===== src/rtl/decode_pkg.sv =====
// Shared decode definitions: base opcodes, immediate format encoding and the
// state encoding of the two-entry output skid buffer.
package decode_pkg;

    localparam logic [6:0] LUI       = 7'b0110111;
    localparam logic [6:0] AUIPC     = 7'b0010111;
    localparam logic [6:0] JAL       = 7'b1101111;
    localparam logic [6:0] JALR      = 7'b1100111;
    localparam logic [6:0] BRANCH    = 7'b1100011;
    localparam logic [6:0] LOAD      = 7'b0000011;
    localparam logic [6:0] STORE     = 7'b0100011;
    localparam logic [6:0] OP_IMM    = 7'b0010011;
    localparam logic [6:0] OP_IMM_32 = 7'b0011011;
    localparam logic [6:0] SYSTEM    = 7'b1110011;

    typedef enum logic [2:0] {
        FMT_NONE,
        FMT_I,
        FMT_S,
        FMT_B,
        FMT_U,
        FMT_J,
        FMT_SHAMT
    } imm_fmt_e;

    typedef enum logic [1:0] {
        SKID_EMPTY,
        SKID_ONE,
        SKID_TWO
    } skid_state_e;

    // SLLI/SRLI/SRAI share OP-IMM with the arithmetic immediates; only funct3 tells them apart.
    function automatic logic is_shift(input logic [2:0] funct3);
        return (funct3 == 3'b001) || (funct3 == 3'b101);
    endfunction

endpackage


===== src/rtl/decode_imm_decode.sv =====
// Combinational immediate generator: maps one instruction word and its PC to
// the extended immediate, link value, format tag and illegal flag.
module imm_decode
    import decode_pkg::*;
#(
    parameter int XLEN = 32
) (
    input  logic [31:0]     instr,
    input  logic [XLEN-1:0] pc,
    output logic [XLEN-1:0] imm,
    output logic [XLEN-1:0] link,
    output imm_fmt_e        fmt,
    output logic            illegal
);

    logic [6:0] opcode;
    logic [2:0] funct3;
    logic [5:0] shamt_op;

    assign opcode   = instr[6:0];
    assign funct3   = instr[14:12];
    // instr[25] only widens the shift amount on RV64; instr[30] selects SRAI and is never part of it.
    assign shamt_op = (XLEN == 64) ? instr[25:20] : {1'b0, instr[24:20]};
    assign link     = pc + XLEN'(4);

    function automatic logic [XLEN-1:0] sext32(input logic [31:0] v);
        return XLEN'($signed(v));
    endfunction

    always_comb begin
        imm     = '0;
        fmt     = FMT_NONE;
        illegal = 1'b0;
        if (instr[1:0] != 2'b11) begin
            illegal = 1'b1;
        end else begin
            case (opcode)
                LUI, AUIPC: begin
                    fmt = FMT_U;
                    imm = sext32({instr[31:12], 12'b0});
                end
                JAL: begin
                    fmt = FMT_J;
                    imm = sext32({{11{instr[31]}}, instr[31], instr[19:12], instr[20], instr[30:21], 1'b0});
                end
                JALR, LOAD, SYSTEM: begin
                    fmt = FMT_I;
                    imm = sext32({{20{instr[31]}}, instr[31:20]});
                end
                BRANCH: begin
                    fmt = FMT_B;
                    imm = sext32({{19{instr[31]}}, instr[31], instr[7], instr[30:25], instr[11:8], 1'b0});
                end
                STORE: begin
                    fmt = FMT_S;
                    imm = sext32({{20{instr[31]}}, instr[31:25], instr[11:7]});
                end
                OP_IMM: begin
                    if (is_shift(funct3)) begin
                        fmt = FMT_SHAMT;
                        imm = XLEN'(shamt_op);
                    end else begin
                        fmt = FMT_I;
                        imm = sext32({{20{instr[31]}}, instr[31:20]});
                    end
                end
                OP_IMM_32: begin
                    if (XLEN != 64) begin
                        illegal = 1'b1;
                    end else if (is_shift(funct3)) begin
                        fmt = FMT_SHAMT;
                        imm = XLEN'(instr[24:20]);
                    end else begin
                        fmt = FMT_I;
                        imm = sext32({{20{instr[31]}}, instr[31:20]});
                    end
                end
                default: illegal = 1'b1;
            endcase
        end
    end

endmodule


===== src/rtl/decode_imm_stage.sv =====
// Registered immediate-generation stage: decodes on the input side, then holds
// results in a two-entry skid buffer so in_ready never depends on out_ready.
module decode_imm_stage
    import decode_pkg::*;
#(
    parameter int XLEN = 32
) (
    input  logic            clk,
    input  logic            rst_n,
    input  logic            flush,
    input  logic            in_valid,
    output logic            in_ready,
    input  logic [31:0]     in_instr,
    input  logic [XLEN-1:0] in_pc,
    output logic            out_valid,
    input  logic            out_ready,
    output logic [XLEN-1:0] out_imm,
    output logic [XLEN-1:0] out_link,
    output imm_fmt_e        out_fmt,
    output logic            out_illegal
);

    typedef struct packed {
        logic [XLEN-1:0] imm;
        logic [XLEN-1:0] link;
        imm_fmt_e        fmt;
        logic            illegal;
    } imm_entry_t;

    imm_entry_t  dec_p0;
    imm_entry_t  head_p1;
    imm_entry_t  tail_p1;
    skid_state_e state;
    skid_state_e state_d;
    logic        accept;
    logic        deq;
    logic        head_load;
    logic        head_from_tail;
    logic        tail_load;

    // p0: combinational decode of the word being offered
    imm_decode #(.XLEN(XLEN)) u_imm_decode (
        .instr   (in_instr),
        .pc      (in_pc),
        .imm     (dec_p0.imm),
        .link    (dec_p0.link),
        .fmt     (dec_p0.fmt),
        .illegal (dec_p0.illegal)
    );

    assign accept = in_valid && in_ready;
    assign deq    = out_valid && out_ready;

    always_comb begin
        state_d        = state;
        head_load      = 1'b0;
        head_from_tail = 1'b0;
        tail_load      = 1'b0;
        if (flush) begin
            state_d = SKID_EMPTY;
        end else begin
            case (state)
                SKID_EMPTY: begin
                    if (accept) begin
                        state_d   = SKID_ONE;
                        head_load = 1'b1;
                    end
                end
                SKID_ONE: begin
                    if (accept && deq) begin
                        head_load = 1'b1;
                    end else if (accept) begin
                        state_d   = SKID_TWO;
                        tail_load = 1'b1;
                    end else if (deq) begin
                        state_d = SKID_EMPTY;
                    end
                end
                SKID_TWO: begin
                    if (deq) begin
                        state_d        = SKID_ONE;
                        head_from_tail = 1'b1;
                    end
                end
                default: state_d = SKID_EMPTY;
            endcase
        end
    end

    // p1: head entry drives the outputs, so it alone carries reset values
    always_ff @(posedge clk or negedge rst_n) begin
        if (!rst_n) begin
            state     <= SKID_EMPTY;
            out_valid <= 1'b0;
            in_ready  <= 1'b1;
            head_p1   <= '0;
        end else begin
            state     <= state_d;
            out_valid <= (state_d != SKID_EMPTY);
            in_ready  <= (state_d != SKID_TWO);
            if (head_from_tail) begin
                head_p1 <= tail_p1;
            end else if (head_load) begin
                head_p1 <= dec_p0;
            end
        end
    end

    always_ff @(posedge clk) begin
        if (tail_load) begin
            tail_p1 <= dec_p0;
        end
    end

    assign out_imm     = head_p1.imm;
    assign out_link    = head_p1.link;
    assign out_fmt     = head_p1.fmt;
    assign out_illegal = head_p1.illegal;

endmodule


===== config.mk =====
export PLATFORM = sky130hd
export DESIGN_NAME = decode_imm_stage
export DESIGN_NICKNAME = d
export VERILOG_FILES = /design/src/rtl/decode_pkg.sv /design/src/rtl/decode_imm_decode.sv /design/src/rtl/decode_imm_stage.sv
export SDC_FILE = /design/constraint.sdc
export NUM_CORES = 1
export LEC_CHECK = 0
export CAP_MARGIN = 0
export CORE_ASPECT_RATIO = 0.9
export CORE_UTILIZATION = 40
export CTS_BUF_LIST = sky130_fd_sc_hd__clkbuf_16
export CTS_CLUSTER_SIZE = 12
export DETAILED_ROUTE_END_ITERATION = 7
export DONT_BUFFER_PORTS = 1
export PLACE_DENSITY = 0.66
export SYNTH_ARGS = -nofsm -noshare
export SYNTH_HDL_FRONTEND = slang
export SYNTH_SLANG_ARGS = --single-unit

===== constraint.sdc =====
create_clock -name clk -period 8.7 [get_ports clk]
set_input_delay 0.435 -clock clk [delete_from_list [all_inputs] [get_ports clk]]
set_output_delay 0.435 -clock clk [all_outputs]
set_load 0.02 [all_outputs]

# Word-level counts from Yosys, hierarchy flattened
# Cells that the tools add are included.
# totals
reg_bits	140
output_inout_bits	70
elab_cells	64
# classes
add_sub_neg	1
n_eq_ne	15
mux	27
reduce_logical	10
# op_table
cell	count
$pmux 32 s6	1
$mux 68	2
$mux 32	2
$add 32x3->32 const B	1
$eq 7x7->1 const B	4
$pmux 3 s6	1
$eq 7x5->1 const B	2
$eq 7x6->1 const B	2
$mux 2	6
$mux 1	11
$reduce_or 9->1	1
$eq 7x2->1 const B	1
$mux 3	2
$pmux 2 s3	1
$ne 2x2->1 const B	2
$reduce_bool 2->1	2
$eq 3x1->1 const B	1
$eq 3x3->1 const B	1
$logic_and 1x1->1	3
$reduce_or 3->1	1
$eq 2x1->1 const B	1
$eq 2x2->1 const B	1
$logic_not 2->1	1
$pmux 1 s2	1
other kinds (2)	2

# Depth between registers and ports, before layout
# depth
word_depth	7
mapped_depth	8
depth_no_buf	6

# Cells and area by module
# A second synthesis with hierarchy kept.
# hier_totals
cells_unflattened	500
area_unflattened_um2	6822.8
# by_module_without_submodules
mod	n_inst	cells_per_inst	area_each_um2	seq_area_each_um2
decode_imm_stage	1	305	5575.3	3844.9
imm_decode	1	195	1247.4	0.0

# Worst setup path after synthesis
# OpenSTA, ideal clock, no wires.
# synth_path
kind	flip-flop to flip-flop
start	register in_ready
end	register tail_p1[0] in the netlist's numbering, enable pin
setup_time_ps	661
arrival_time_ps	7169
t_required_ps	8039
path_slack_ps	870
path_stages_with_launch	3
n_path_buf	0
period_less_slack_ps	7830
path_cell_list	dfstp_2 nand2_1 nor4_1
# synth_via
elab_chain_cells	5
elab_cells_between_ends	6
cone_classes	mux: 4; reduce/logical: 2
# synth_lines
element	line	source
from (decl)	decode_imm_stage.sv:12	output logic in_ready,
from (signal assigned)	decode_imm_stage.sv:100	in_ready <= (state_d != SKID_TWO);
$logic_and 1x1->1 *	decode_imm_stage.sv:51	assign accept = in_valid && in_ready;
$mux 1 / $logic_and 1x1->1 (equally long branches)	decode_imm_stage.sv:72, decode_imm_stage.sv:70	
$mux 1 *	decode_imm_stage.sv:70	if (accept && deq) begin
$mux 1 *	decode_imm_stage.sv:62	case (state)
$mux 1 *	decode_imm_stage.sv:59	if (flush) begin
named net tail_load	decode_imm_stage.sv:39	logic tail_load;
to (signal assigned)	decode_imm_stage.sv:111	tail_p1 <= dec_p0;
to (decl)	decode_imm_stage.sv:32	imm_entry_t tail_p1;
# The timed path passes the listed nets; every way through them passes the cells marked *.
# A chain may end at the register's enable or synchronous reset.

# Final worst setup path
# layout_path
start	register state[0]
end	register head_p1, in the netlist out_imm[27]
# layout_via
elab_chain_cells	4
elab_cells_between_ends	9
cone_classes	eq/ne: 2; mux: 5; reduce/logical: 2
# layout_lines
element	line	source
from (decl)	decode_imm_stage.sv:33	skid_state_e state;
from (signal assigned)	decode_imm_stage.sv:98	state <= state_d;
$eq 2x1->1 (tied with other cells)	decode_imm_stage.sv:62	
$pmux 1 s2 / $mux 1 (equally long branches)	decode_imm_stage.sv:62	
$mux 1	decode_imm_stage.sv:59	
$reduce_bool 2->1 (no source line) / $mux 68 (equally long branches)	n/a	
to (signal assigned)	decode_imm_stage.sv:102	head_p1 <= tail_p1;
to (signal assigned)	decode_imm_stage.sv:104	head_p1 <= dec_p0;
to (decl)	decode_imm_stage.sv:31	imm_entry_t head_p1;
# Several ways; a longest one is shown, not always the timed one.

==> metrics.md <==
| Metric | Value |
|---|---|
| Critical hold path startpoint | flush |
| CTS-repair resized insts | 0 |
| Total CTS buffers | 17 |
| H-tree levels | 4 |
| DRC | 0 |
| Tcrit/Tclk final | 39.8% |
| Req. time, crit path | 8970 ps |
| Die height | 123 µm |
| Dominant cells by area after synthesis | edfxtp_1 31%, dfrtp_1 27%, nand2_1 5.6%, o21ai_0 5.0%, o31a_1 3.0% |
| Core region area | 15700 µm² |
| First-pass GRT wire length | 26100 µm |
| Crit. End Element | register |
| WHS Path Cells | 1 |
| Post-Syn Nets | 696 |
| Setup Skew | 5.33 ps |
| ANT nets after route | 0 |
| Clock root cell | clkbuf_16 |
| Top-Level Pins | 139 |
| Gpl congestion | 0.886 |
| Final HPWL DP | 10700 µm |
| Share of the synthesized area in the top cell type | 31.3% |
| Post-Place Cell Area | 6680 µm² |
| Rows | 43 |
| Final hold violation count | 0 |
| Clk buf depth | 2 |
| Post-Syn Area | 6520 µm² |
| Area delta synth->final | 12.5% |
| #FFs+latches synth | 140 |
| Vias in the first global route | 4813 |
| Nets | 679 |
| Total negative slack | 0 ps |
| RSZ-0062 raised after global routing | no |
| Crit-path max FO | 109 |
| Worst VDD drop | 0.000154 V |
| Sequential area share after synthesis | 59.0% |
| Max_slew headroom | 19.8% |
| Unique masters post-synth | 47 |
| Pins Over Slew Limit | 0 |
| IO Port Bufs | 0 |
| Hold Path End | out_valid$_DFF_PN0_ |
| Final Setup Violations | 0 |
| Largest net degree at the start of global routing | 110 |
| Clock slew at reported path FFs | 60 ps |
| Setup slack, reg-to-reg | 5240 ps |
| Fillers | 1432 |
| Routed via count | 4791 |
| Starting DRT DRC Count | 307 |
| Worst Path Arrival | 3730 ps |
| Mapped Cells | 626 |
| Grt total ovfl | 0 |
| Most frequent cell after synthesis | nand2_1 |
| Post-DR vias/cell | 5.81 |
| Number of synthesized flops with an enable pin | 68 |
| Top FF cell, synth | dfrtp_1 |
| Initial antenna violation count | 0 |
| Crit Path Category | register to register |
| Achievable frequency | 289 MHz |
| Status | complete, no violations |
| Clock sink total | 140 |
| Final Instance Area | 7340 µm² |
| Post-Syn Area per Cell | 10.4 µm² |
| Leak pwr | 2.73 nW |
| Max Cap Viol | 0 |
| Drt wl/cell | 20.1 µm |
| Initial Util | 41.6% |
| DRT Pass-1 Iters | 5 |
| Die ar. | 16800 µm² |
| Antenna cell count | 0 |
| Chip Width | 137 µm |
| Clk_lat worst skew | 430 ps |
| Yosys warnings | 0 |
| Area leader, netlist | edfxtp_1 |
| CP Launch Type | register |
| Period minus WS final | 3460 ps |
| Worst-Margin Slew | 1190 ps |
| Class of the worst hold path | input port to register |
| Async set-reset flop share out of synthesis | 51.4% |
| Hold-fix buffers at CTS | 2 |
| CTS tree | done |
| Reg-to-reg endpoint | out_imm[27]$_DFFE_PN0P_ |
| Layout cells sized above 1 | 8.04% |
| WL final | 16500 µm |
| Top cells by count, synth | 97 x nand2_1, 71 x dfrtp_1, 68 x edfxtp_1 |
| P per Cell Area | 255 nW/µm² |
| Total power draw | 1.87 mW |
| Overall Global Routing Usage | 20.7% |
| Reg-to-Reg Start | state[0]$_DFF_PN0_ |
| Setup bufs post-CTS | 0 |
| R2R depth | 6 |
[registers in the layout (all words and copies together), names as in the netlist]
name / cells
out_fmt: 3
in_ready: 1
state: 2
out_link: 32
out_imm: 32
out_valid: 1
tail_p1: 68
out_illegal: 1
[layout by cell type, fill, tap and decap left out, types with 9 or more instances in the layout]
| master | count |
|---|---|
| nand2_1 | 97 |
| dfrtp_1 | 71 |
| edfxtp_1 | 68 |
| o21ai_0 | 65 |
| nor2_1 | 38 |
| a21oi_1 | 37 |
| or3_1 | 22 |
| o31a_1 | 22 |
| xnor2_1 | 21 |
| nor3_1 | 20 |
| clkbuf_16 | 17 |
| o22ai_1 | 13 |
| and2_1 | 12 |
| nand3_1 | 12 |
| nand4_1 | 9 |
[metal layers]
layer | track usage, % | up-vias | part of all wire [%]
met5 | 0 | - | 0
met4 | 8.75 | 0 | 2.8
met2 | 30.9 | 185 | 46
met1 | 27.5 | 2340 | 43
li1 | - | 2230 | -
met3 | 6.72 | 36 | 8.1
[where the power goes]
part | total [mW] | internal, mW | switching (mW)
clock | 0.748 | 0.455 | 0.293
sequential | 0.952 | 0.784 | 0.168
combinational | 0.174 | 0.0731 | 0.101
total | 1.87 | 1.31 | 0.562
[cell families (layout without fill, tap and decap cells)]
logic type | after synthesis | count (layout) | share of synthesized area, %
compound gates | 154 | 154 | 14.2
flops | 140 | 140 | 59.0
fa+ha+maj | 1 | 1 | 0.192
simple gates | 248 | 248 | 19.1
buf+inv | 50 | 46 | 2.96
xor+xnor | 29 | 29 | 3.90
mux | 4 | 4 | 0.614
[worst max path at each step]
stage,start,to
floorplan,in_ready$_DFF_PN1_,tail_p1[0]$_DFFE_PP_
global placement,state[0]$_DFF_PN0_,out_imm[21]$_DFFE_PN0P_
detailed placement,state[0]$_DFF_PN0_,out_imm[27]$_DFFE_PN0P_
CTS,state[0]$_DFF_PN0_,out_imm[27]$_DFFE_PN0P_
global route,state[0]$_DFF_PN0_,out_imm[27]$_DFFE_PN0P_
finish,state[0]$_DFF_PN0_,out_imm[27]$_DFFE_PN0P_
[worst max-delay path: stages, from the launching register on]
cell and delay [ps]:
dfrtp_1 470, nand4b_1 220, buf_4 370, a221o_4 820, nor2_1 390, a21boi_1 820
a21oi_1 170
[layout make-up]
class                           instances  area, µm²  area share, %
Clock buffer                           17        425           5.80
Sequential cell                       140       3840           52.4
Clock inverter                         15        190           2.59
Inverter                                7       26.3          0.358
Tap cell                              202        253           3.45
Timing Repair Buffer                    7       75.1           1.02
Multi-Input combinational cell        436       2520           34.4
[per-stage QoR]
| step | setup slack (ps) | util, % | cells | hold slack (ps) |
|---|---|---|---|---|
| floorplan | 870 | - | 626 | 139 |
| global placement | 5380 | 42.7 | 790 | 141 |
| detailed placement | 5250 | 42.7 | 790 | 141 |
| CTS | 5230 | 46.9 | 824 | 53.6 |
| global route | 4950 | 46.9 | 824 | 58.8 |
| finish | 5240 | 46.9 | 824 | 71.7 |
No activity file was read; power rests on OpenSTA's default activity.
